<file path="config.mk">
export PLATFORM = sky130hd
export DESIGN_NAME = rs_dec_c1_corrector_flat
export DESIGN_NICKNAME = d
export VERILOG_FILES = /design/src/rtl/rs_dec_c1_corrector_if.sv /design/src/rtl/rs_dec_c1_corrector.sv /design/src/flat_wrapper.sv
export SDC_FILE = /design/constraint.sdc
export NUM_CORES = 1
export LEC_CHECK = 0
export ABC_AREA = 1
export BUFFER_PORTS_ARGS = -buffer_cell sky130_fd_sc_hd__buf_2
export CAP_MARGIN = 20
export CORE_UTILIZATION = 45
export DETAILED_ROUTE_END_ITERATION = 8
export PLACE_DENSITY_LB_ADDON = 0.15
export SLEW_MARGIN = 20
export SYNTH_ARGS = -nofsm -noshare
export SYNTH_HDL_FRONTEND = slang
export SYNTH_SLANG_ARGS = --single-unit
</file>
<file path="constraint.sdc">
create_clock -name i_clk -period 1.8 [get_ports i_clk]
set_input_delay 0.54 -clock i_clk [delete_from_list [all_inputs] [get_ports i_clk]]
set_output_delay 0.54 -clock i_clk [all_outputs]
set_load 0.1 [all_outputs]
</file>
<file path="src/rtl/rs_dec_c1_corrector_if.sv">
// Syndrome-in / result-out bundle between the C1 syndrome calculator,
// the single-symbol corrector and the downstream patch logic.
interface rs_dec_c1_corrector_if;
    // Handshake: i_valid is a one-cycle pulse qualifying i_s0..i_s3, with no
    // backpressure (a pulse while o_busy is high is dropped and flagged in
    // o_overrun); o_done is a one-cycle pulse qualifying o_status, o_err_idx
    // and o_err_mag, which then hold until the next o_done.
    logic       i_valid;
    logic [7:0] i_s0;
    logic [7:0] i_s1;
    logic [7:0] i_s2;
    logic [7:0] i_s3;
    logic       o_busy;
    logic       o_done;
    logic [1:0] o_status;
    logic [7:0] o_err_idx;
    logic [7:0] o_err_mag;
    logic       o_overrun;

    modport master (
        output i_valid, i_s0, i_s1, i_s2, i_s3,
        input  o_busy, o_done, o_status, o_err_idx, o_err_mag, o_overrun
    );

    modport slave (
        input  i_valid, i_s0, i_s1, i_s2, i_s3,
        output o_busy, o_done, o_status, o_err_idx, o_err_mag, o_overrun
    );
endinterface

</file>
<file path="src/rtl/rs_dec_c1_corrector.sv">
// Single-symbol RS corrector for CD C1: walks a locator k over the codeword
// until S0*alpha^(jk) reproduces S1..S3, or reports the frame uncorrectable.
module rs_dec_c1_corrector #(
    parameter int N_SYM = 32
) (
    input  logic                 i_clk,
    input  logic                 i_resb,
    rs_dec_c1_corrector_if.slave bus,
    output logic                 dbg_state
);

    typedef enum logic {
        ST_IDLE   = 1'b0,
        ST_SEARCH = 1'b1
    } state_t;

    localparam logic [7:0] LAST_K = 8'(N_SYM - 1);

    localparam logic [1:0] RES_CLEAN   = 2'b00;
    localparam logic [1:0] RES_FIXED   = 2'b01;
    localparam logic [1:0] RES_UNCORR  = 2'b10;

    // Multiply by alpha modulo 0x11D: shift and fold the carry back in.
    function automatic logic [7:0] mul_a(input logic [7:0] x);
        return {x[6:0], 1'b0} ^ (x[7] ? 8'h1D : 8'h00);
    endfunction

    function automatic logic [7:0] mul_a2(input logic [7:0] x);
        return mul_a(mul_a(x));
    endfunction

    function automatic logic [7:0] mul_a3(input logic [7:0] x);
        return mul_a(mul_a(mul_a(x)));
    endfunction

    state_t     state;
    state_t     state_nxt;

    logic [7:0] s0_q;
    logic [7:0] s1_q;
    logic [7:0] s2_q;
    logic [7:0] s3_q;
    logic [7:0] t1_q;
    logic [7:0] t2_q;
    logic [7:0] t3_q;
    logic [7:0] k_q;

    logic       done_q;
    logic [1:0] status_q;
    logic [7:0] idx_q;
    logic [7:0] mag_q;
    logic       overrun_q;

    logic       in_all_zero;
    logic       match;
    logic       at_last;

    logic       res_load;
    logic [1:0] res_status;
    logic [7:0] res_idx;
    logic [7:0] res_mag;
    logic       load_t;
    logic       step;

    assign in_all_zero = (bus.i_s0 == 8'h00) && (bus.i_s1 == 8'h00) &&
                         (bus.i_s2 == 8'h00) && (bus.i_s3 == 8'h00);
    assign match       = (t1_q == s1_q) && (t2_q == s2_q) && (t3_q == s3_q);
    assign at_last     = (k_q == LAST_K);

    always_ff @(posedge i_clk) begin
        if (!i_resb) begin
            state <= ST_IDLE;
        end else begin
            state <= state_nxt;
        end
    end

    always_comb begin
        state_nxt = state;
        case (state)
            ST_IDLE: begin
                if (bus.i_valid && (bus.i_s0 != 8'h00)) begin
                    state_nxt = ST_SEARCH;
                end
            end
            ST_SEARCH: begin
                if (match || at_last) begin
                    state_nxt = ST_IDLE;
                end
            end
            default: state_nxt = ST_IDLE;
        endcase
    end

    always_comb begin
        res_load   = 1'b0;
        res_status = RES_CLEAN;
        res_idx    = 8'h00;
        res_mag    = 8'h00;
        load_t     = 1'b0;
        step       = 1'b0;
        case (state)
            ST_IDLE: begin
                if (bus.i_valid) begin
                    if (bus.i_s0 != 8'h00) begin
                        load_t = 1'b1;
                    end else begin
                        // S0 = 0 cannot come from a single error: clean or hopeless.
                        res_load   = 1'b1;
                        res_status = in_all_zero ? RES_CLEAN : RES_UNCORR;
                    end
                end
            end
            ST_SEARCH: begin
                if (match) begin
                    res_load   = 1'b1;
                    res_status = RES_FIXED;
                    res_idx    = LAST_K - k_q;
                    res_mag    = s0_q;
                end else if (at_last) begin
                    res_load   = 1'b1;
                    res_status = RES_UNCORR;
                end else begin
                    step = 1'b1;
                end
            end
            default: begin
                res_load = 1'b0;
            end
        endcase
    end

    always_ff @(posedge i_clk) begin
        if (!i_resb) begin
            s0_q      <= 8'h00;
            s1_q      <= 8'h00;
            s2_q      <= 8'h00;
            s3_q      <= 8'h00;
            t1_q      <= 8'h00;
            t2_q      <= 8'h00;
            t3_q      <= 8'h00;
            k_q       <= 8'h00;
            done_q    <= 1'b0;
            status_q  <= RES_CLEAN;
            idx_q     <= 8'h00;
            mag_q     <= 8'h00;
            overrun_q <= 1'b0;
        end else begin
            done_q <= res_load;
            if (res_load) begin
                status_q <= res_status;
                idx_q    <= res_idx;
                mag_q    <= res_mag;
            end
            if (bus.i_valid && (state == ST_SEARCH)) begin
                overrun_q <= 1'b1;
            end
            if (load_t) begin
                s0_q <= bus.i_s0;
                s1_q <= bus.i_s1;
                s2_q <= bus.i_s2;
                s3_q <= bus.i_s3;
                t1_q <= bus.i_s0;
                t2_q <= bus.i_s0;
                t3_q <= bus.i_s0;
                k_q  <= 8'h00;
            end else if (step) begin
                t1_q <= mul_a(t1_q);
                t2_q <= mul_a2(t2_q);
                t3_q <= mul_a3(t3_q);
                k_q  <= k_q + 8'd1;
            end
        end
    end

    assign bus.o_busy    = (state == ST_SEARCH);
    assign bus.o_done    = done_q;
    assign bus.o_status  = status_q;
    assign bus.o_err_idx = idx_q;
    assign bus.o_err_mag = mag_q;
    assign bus.o_overrun = overrun_q;
    assign dbg_state     = state;

endmodule

</file>
<file path="src/flat_wrapper.sv">
// flat-port wrapper written by rule: the top's interface ports become plain ports
module rs_dec_c1_corrector_flat 
#(
    parameter int N_SYM = 32
)
  (i_clk, i_resb, dbg_state, bus_i_valid, bus_i_s0, bus_i_s1, bus_i_s2, bus_i_s3, bus_o_busy, bus_o_done, bus_o_status, bus_o_err_idx, bus_o_err_mag, bus_o_overrun);
  rs_dec_c1_corrector_if bus_i ();
  input  logic i_clk;
  input  logic i_resb;
  output logic dbg_state;
  input wire logic [$bits(bus_i.i_valid)-1:0] bus_i_valid;
  input wire logic [$bits(bus_i.i_s0)-1:0] bus_i_s0;
  input wire logic [$bits(bus_i.i_s1)-1:0] bus_i_s1;
  input wire logic [$bits(bus_i.i_s2)-1:0] bus_i_s2;
  input wire logic [$bits(bus_i.i_s3)-1:0] bus_i_s3;
  output wire logic [$bits(bus_i.o_busy)-1:0] bus_o_busy;
  output wire logic [$bits(bus_i.o_done)-1:0] bus_o_done;
  output wire logic [$bits(bus_i.o_status)-1:0] bus_o_status;
  output wire logic [$bits(bus_i.o_err_idx)-1:0] bus_o_err_idx;
  output wire logic [$bits(bus_i.o_err_mag)-1:0] bus_o_err_mag;
  output wire logic [$bits(bus_i.o_overrun)-1:0] bus_o_overrun;
  assign bus_i.i_valid = bus_i_valid;
  assign bus_i.i_s0 = bus_i_s0;
  assign bus_i.i_s1 = bus_i_s1;
  assign bus_i.i_s2 = bus_i_s2;
  assign bus_i.i_s3 = bus_i_s3;
  assign bus_o_busy = bus_i.o_busy;
  assign bus_o_done = bus_i.o_done;
  assign bus_o_status = bus_i.o_status;
  assign bus_o_err_idx = bus_i.o_err_idx;
  assign bus_o_err_mag = bus_i.o_err_mag;
  assign bus_o_overrun = bus_i.o_overrun;
  rs_dec_c1_corrector #(.N_SYM(N_SYM)) u_core (.i_clk(i_clk), .i_resb(i_resb), .bus(bus_i), .dbg_state(dbg_state));
endmodule
</file>
After elaboration in Yosys (flattened, before gate mapping)
Index checks and enable logic that the tools add are counted.
{"block": "totals", "reg_bits": 85, "in_bits": 35, "out_inout_bits": 22, "elab_cells": 79}
{"block": "op_classes", "n_addsub": 2, "n_eq_ne": 4, "n_mux": 36, "bitwise": 8, "reduce_logical": 15}
{"operator": "2-to-1 mux 8 bit", "count": 10}
{"operator": "bitwise XOR 8 bit", "count": 6}
{"operator": "logical NOT 8 bit", "count": 4}
{"operator": "2-to-1 mux 5 bit", "count": 6}
{"operator": "equality test 8 bit", "count": 3}
{"operator": "2-to-1 mux 1 bit", "count": 12}
{"operator": "2-to-1 mux 2 bit", "count": 5}
{"operator": "adder 8 x 1 -> 8 bit (second input constant)", "count": 1}
{"operator": "equality test 8 x 5 -> 1 bit (second input constant)", "count": 1}
{"operator": "nonzero test 8 bit", "count": 1}
{"operator": "subtractor 5 x 8 -> 8 bit (first input constant)", "count": 1}
{"operator": "logical AND 1 bit", "count": 7}
{"operator": "case mux 1 bit (2 select lines)", "count": 2}
{"operator": "case mux 2 bit (2 select lines)", "count": 1}
{"operator": "NOT 1 bit", "count": 2}
{"operator": "nonzero test 2 bit", "count": 1}
{"operator": "OR reduction 2 bit", "count": 1}
{"operator": "logical OR 1 bit", "count": 1}

Depth between registers and ports, before layout
Gate-level depths: netlist of the first run.
{"block": "logic_depth", "word_depth": 8, "ltp_mapped": 13, "ltp_nobuf": 11}

Least setup slack after synthesis of the first run
OpenSTA, ideal clock, no wires.
{"block": "synth_timing", "path_type": "register to register", "startpoint": "register u_core.state (netlist: u_core.bus.o_busy)", "endpoint": "register u_core.mag_q[1] (netlist: u_core.bus.o_err_mag[1])", "setup_time_ns": 0.070, "arrival_ns": 2.169, "required_time_ns": 1.730, "path_slack_ns": -0.439, "path_stages_with_launch": 9, "path_buffers": 2, "period_less_slack_ns": 2.239, "path_cell_list": "dfxtp_1 -> buf_2 -> inv_1 -> a31oi_2 -> nand2_8 -> nand2_4 -> buf_6 -> nand2_2 -> a21oi_2"}
{"block": "synth_between", "elab_chain_len": 2, "word_cells_on_any_way": 3, "cone_classes": "2 x mux; 1 x bitwise"}
{"element": "from (decl)", "line_no": "rs_dec_c1_corrector.sv:36", "source": "state_t state;"}
{"element": "from (signal assigned)", "line_no": "rs_dec_c1_corrector.sv:74", "source": "state <= state_nxt;"}
{"element": "NOT 1 bit", "line_no": "rs_dec_c1_corrector.sv:102", "source": "case (state)"}
{"element": "case mux 1 bit (2 select lines)", "line_no": "rs_dec_c1_corrector.sv:102"}
{"element": "to (signal assigned)", "line_no": "rs_dec_c1_corrector.sv:153", "source": "mag_q <= res_mag;"}
{"element": "to (decl)", "line_no": "rs_dec_c1_corrector.sv:51", "source": "logic [7:0] mag_q;"}
Parallel ways exist; a longest one is shown, timed or not.
A chain may end at the register's enable or synchronous reset.

Worst setup path after layout of the first run
{"block": "layout_timing", "startpoint": "register u_core.state (netlist: u_core.bus.o_busy)", "endpoint": "output bus_o_busy"}
{"element": "to (decl)", "line_no": "flat_wrapper.sv:16", "source": "output wire logic [$bits(bus_i.o_busy)-1:0] bus_o_busy;"}
No word-level cell between the ends.

==> results.json, run 1 <==
{
  "worstSetupPathType": "register to output port",
  "grt-ovfl-total": 0,
  "io_buffers": 56,
  "synth_most_common_cell": "nand2_1",
  "critPathCaptureType": "output port",
  "num_rows": 35,
  "synth_top_area_share_pct": 39.7,
  "initial_core_util_pct": 46.3,
  "synth_area_leaders": "dfxtp_1 (40%), nand2_1 (12%), a21oi_1 (6.7%)",
  "holdCritPathClass": "primary input to register",
  "path_depth": 1,
  "antenna_found_initial": 0,
  "die_w_um": 99.5,
  "clock_path_buffers": 2,
  "root_buffer": "clkbuf_8",
  "drc_errors": 0,
  "synth-seq-cells": 85,
  "period_share_pct": 97.2,
  "worstSetupEndpoint": "bus_o_busy",
  "vias": 3853,
  "grtUsageTotal_pct": 22.0,
  "worstSetupStartpoint": "u_core.bus.o_busy",
  "async_flop_share_pct": 0,
  "gp_congestion": 0.823,
  "max_slew_margin_pct": 67.1,
  "worstSetupStartpointType": "register",
  "place_worst_setup_slack_ns": -0.0583,
  "path_cells": "buf_4",
  "grt_max_degree": 32,
  "fin_setup_tns_ns": 0,
  "power_leakage_nw": 2.13,
  "path_max_fanout": 22,
  "hold_slack_ns": 0.440,
  "diodes": 0,
  "synth_enable_flop_cells": 0,
  "finalWorstSetupSlack_ns": 0.0498,
  "ys.flop_type": "dfxtp_1",
  "viasPerCell": 4.88,
  "worst_pin_slew_ns": 0.497,
  "finalNetCount": 694,
  "layout-drive-gt1-share_pct": 30.0,
  "yosysWarnings": 0,
  "drt-initial-drc-count": 150,
  "cts_sinks": 85,
  "wl_per_cell_um": 13.1,
  "dieArea_sq_um": 9910,
  "hold_viol": 0,
  "postCtsHoldBufs": 0,
  "power_density_nw_per_um2": 877,
  "num-fill-cells": 906,
  "numCtsBuffers": 9,
  "drv_cap": 0,
  "cp_data_required_time_ns": 1.26,
  "clkTransAtPathRegs_ns": 0.09,
  "worstReg2RegEnd": "u_core.t2_q[4]",
  "grt_pass1_wl_mm": 17.0,
  "drt_first_pass_iters": 4,
  "synth.top_cells.by_count": "nand2_1 (140), dfxtp_1 (85), a21oi_1 (57), inv_1 (49), o21ai_0 (48)",
  "die_h_um": 99.5,
  "power.total_mw": 4.53,
  "peakVddDrop_uv": 429,
  "r2r_slack_ns": 0.10,
  "htreeDepth": 3,
  "synth_cells": 581,
  "slowest_delay_ns": 0.51,
  "slew_violations": 0,
  "synth_area_leader_cell": "dfxtp_1",
  "synth_cell_types": 31,
  "syn-cell-area_sq_um": 4280,
  "fin_skew_ns": 0.00930,
  "routed_wl_mm": 10.4,
  "postSynthAreaPerCell_sq_um": 7.37,
  "cts_tree": "built",
  "max_clock_freq_ghz": 0.571,
  "path_buf_inv": 1,
  "post-route-util_pct": 56.0,
  "core_area_sq_um": 9240,
  "hpwl_mm": 7.58,
  "status": "finished clean",
  "crit_path_top_delay_cell": "dfxtp_4",
  "synth_fp_nets": 619,
  "reg2reg_from": "u_core.t1_q[3]",
  "ios": 57,
  "grt_pass1_vias": 3586,
  "arrival_ns": 1.21,
  "r2r_cells": 11,
  "finalSetupViolCount": 0,
  "area_growth_syn_to_layout_pct": 20.8,
  "post-route-min-period_ns": 1.75,
  "cpLargestDelayFamily": "flip-flops",
  "clk_latency_ns": 0.36,
  "ant_nets": 0,
  "yosysSeqAreaShare_pct": 39.7
}
cell usage in the layout (no fill, tap or decap), drive strengths merged:
cell type,n
a21oi,74
a31oi,1
buf,97
bufinv,2
clkbuf,10
clkinv,1
dfxtp,85
ha,3
inv,61
nand2,153
nand3,41
nand4,1
nor2,46
nor3,1
nor4,4
o21ai,55
xnor2,13
xor2,13
layout make-up:
type / instances / area, sq um / area share (%)
Tap cell: 129 / 161 / 3.12
Clock inverter: 6 / 92.6 / 1.79
Clock buffer: 10 / 138 / 2.66
Sequential cell: 85 / 1730 / 33.5
Inverter: 58 / 218 / 4.21
Multi-Input combinational cell: 405 / 2190 / 42.3
Timing Repair Buffer: 97 / 642 / 12.4
metal layers:
layer / vias up / GRT usage, % / share of wire, %
met2: 49 / 37.7 / 49
met3: 9 / 3.44 / 2.4
met5: - / 0 / 0
li1: 2007 / - / -
met1: 1788 / 28.3 / 48
met4: 0 / 7.01 / 1.2
per-stage QoR:
stage | cells | area (sq um)
5_1_grt | 790 | 5170
3_5_place_dp | 771 | 4840
2_1_floorplan | 581 | 4290
6_report | 790 | 5170
3_3_place_gp | 771 | 4840
4_1_cts | 787 | 5070
cell families after synthesis:
kind of cell | Yosys count | share of synthesized area (%)
and+or+nand+nor | 246 | 26.6
AOI/OAI and AO/OA | 130 | 17.4
buffers and inverters | 91 | 10.1
DFF | 85 | 39.7
xor gates and xnor gates | 26 | 5.32
adders and majority gates | 3 | 0.877
how the worst min path moves through the flow:
stage                                       start                 endpoint  slack [ns]  cells after the start
after floorplan                    u_core.s0_q[3]           u_core.s0_q[3]        0.44                      2
after global placement       u_core.bus.o_overrun     u_core.bus.o_overrun        0.45                      2
after detailed placement  u_core.bus.o_err_idx[1]  u_core.bus.o_err_idx[1]        0.45                      2
after CTS                             bus_i_valid     u_core.bus.o_overrun        0.43                      3
after global routing                  bus_i_valid     u_core.bus.o_overrun        0.44                      3
final                                 bus_i_valid     u_core.bus.o_overrun        0.44                      3
timing repair:
action | 4_1_cts | 5_1_grt
pin swaps | 0 | 3
setup buffers | 0 | 3
resized for setup | 2 | 31
endpoints found under the setup margin | 18 | 52
report_power, final:
| group | internal [mW] | switching (mW) | total, mW |
|---|---|---|---|
| clock | 0.833 | 0.726 | 1.56 |
| combinational | 0.339 | 0.546 | 0.885 |
| sequential | 1.99 | 0.0953 | 2.09 |
| total | 3.16 | 1.37 | 4.53 |
Note: power is estimated with default switching activity, not from simulation.
==> inputs of run 2 (changes only) <==
Settings changed: CORE_UTILIZATION 45 to 25, REMOVE_ABC_BUFFERS set to 1, SETUP_SLACK_MARGIN set to 0.05.
==> run 2 against run 1 <==
Against the previous run: cell area is 10% higher; critical path type unchanged; sequential power hardly changed; highest routed layer unchanged; clock-buffer cell count stayed put; clock power is 33% higher; via count is 2.0% higher; global-route usage is 7.7 points lower.
==> results.json, run 2 (synthesized netlist as in run 1, its figures left out) <==
{
  "finalWorstSetupSlack_ns": 0.121,
  "initial_core_util_pct": 25.7,
  "antenna_found_initial": 0,
  "fin_area_sq_um": 5700,
  "worstSetupPathType": "register to output port",
  "layout-drive-gt1-share_pct": 37.2,
  "slowest_delay_ns": 0.36,
  "worst_pin_slew_ns": 0.489,
  "postCtsHoldBufs": 0,
  "drt_first_pass_iters": 4,
  "power.total_mw": 5.18,
  "drc_errors": 0,
  "finalNetCount": 719,
  "arrival_ns": 1.14,
  "num-fill-cells": 1773,
  "area_growth_syn_to_layout_pct": 33.2,
  "grt-ovfl-total": 0,
  "min-delay-start": "u_core.bus.o_err_idx[0]",
  "gp_congestion": 0.779,
  "place_worst_setup_slack_ns": -0.204,
  "die_h_um": 133,
  "critPathCaptureType": "output port",
  "numCtsBuffers": 9,
  "fin_skew_ns": 0.00587,
  "post-route-min-period_ns": 1.68,
  "rsz0062_at_grt": "no",
  "clock_path_buffers": 2,
  "io_buffers": 56,
  "max_clock_freq_ghz": 0.595,
  "die_w_um": 133,
  "min_to": "u_core.bus.o_err_idx[0]",
  "holdPathStages": 2,
  "drv_cap": 0,
  "grt_pass1_vias": 3797,
  "holdCritPathClass": "register to register",
  "clkTransAtPathRegs_ns": 0.06,
  "reg2reg_from": "u_core.k_q[1]",
  "htreeDepth": 3,
  "grt_max_degree": 31,
  "viasPerCell": 4.34,
  "hpwl_mm": 8.87,
  "routed_wl_mm": 12.1,
  "dieArea_sq_um": 17700,
  "root_buffer": "clkbuf_16",
  "r2r_slack_ns": 0.15,
  "cts_sinks": 85,
  "path_max_fanout": 20,
  "cp_data_required_time_ns": 1.26,
  "hold_viol": 0,
  "clk_latency_ns": 0.35,
  "final_common_cell": "nand2_1",
  "power_leakage_nw": 2.31,
  "worstSetupStartpointType": "register",
  "grtUsageTotal_pct": 14.2,
  "period_share_pct": 93.3,
  "path_cells": "buf_6, buf_12",
  "worstReg2RegEnd": "u_core.t2_q[2]",
  "cts_tree": "built",
  "diodes": 0,
  "hold_slack_ns": 0.458,
  "status": "finished clean",
  "slew_violations": 0,
  "max_slew_margin_pct": 67.6,
  "grt_pass1_wl_mm": 19.4,
  "finalSetupViolCount": 0,
  "r2r_cells": 9,
  "wl_per_cell_um": 13.4,
  "ios": 57,
  "core_area_sq_um": 16600,
  "crit_path_top_delay_cell": "dfxtp_1",
  "place_area_sq_um": 5120,
  "peakVddDrop_uv": 494,
  "num_rows": 47,
  "drt-initial-drc-count": 175,
  "power_density_nw_per_um2": 909,
  "vias": 3929,
  "final_cell_mix": "nand2_1 (134), buf_4 (57), dfxtp_1 (57)",
  "ant_nets": 0
}
==> run 2: changes by cell type in the layout (fill, tap and decap cells not counted), sizes merged <==
cell	previous run	this run
buf	97	121
clkinv	1	4
clkinvlp	0	1
inv	61	57
nand2	153	154
==> run 2: area by class of cell <==
type / instances / area (sq um) / area share, %
multi-input cells: 406 / 2270 / 39.8
clock buffers: 10 / 239 / 4.19
clock inverters: 6 / 86.3 / 1.51
inverters: 58 / 225 / 3.95
repair buffers: 121 / 862 / 15.1
well taps: 220 / 275 / 4.83
flip-flops and latches: 85 / 1750 / 30.6
==> run 2: power by group <==
part | total [mW] | switching, mW | internal (mW)
logic | 1.03 | 0.619 | 0.409
registers | 2.08 | 0.0794 | 2.00
clock network | 2.08 | 0.825 | 1.25
total | 5.18 | 1.52 | 3.66
==> run 2: stage by stage <==
stage	instances	setup TNS, ns	utilization, %
after floorplan	548	-186.48	-
after global placement	882	-9.42	30.7
after detailed placement	882	-8.36	30.7
after CTS	898	0	32.8
after global routing	906	0	34.3
final	906	0	34.3
==> run 2: worst max-delay path by stage <==
stage / start / end / slack (ns) / cells past startpoint
finish: u_core.bus.o_busy / dbg_state / 0.12 / 2
global route: u_core.t1_q[7] / u_core.t1_q[1] / 0.02 / 11
CTS: u_core.t1_q[3] / u_core.t2_q[2] / 0.04 / 11
detailed placement: bus_i_s0[6] / u_core.t3_q[4] / -0.20 / 11
global placement: bus_i_s0[6] / u_core.t1_q[3] / -0.24 / 11
floorplan: u_core.bus.o_busy / u_core.t1_q[0] / -2.78 / 6
==> run 2: repair_timing <==
| action | 4_1_cts | 5_1_grt |
|---|---|---|
| resized for setup | 5 | 71 |
| cloned | 0 | 1 |
| setup endpoints to repair | 52 | 50 |
| pin swaps | 0 | 27 |
| setup buffers | 0 | 8 |
==> run 2: metal layers <==
layer | GRT usage [%] | wire [um] | vias up
met2 | 23.4 | 5780 | 54
li1 | - | - | 2070
met5 | 0 | 0 | -
met1 | 17.9 | 5670 | 1786
met3 | 3.22 | 442 | 19
met4 | 5.68 | 232 | 0
==> run 2: worst max-delay path, delay by kind of cell, from the launching register on <==
kind / cells / cell delay [ns]
buffers and inverters: 2 / 0.42
flip-flops: 1 / 0.36
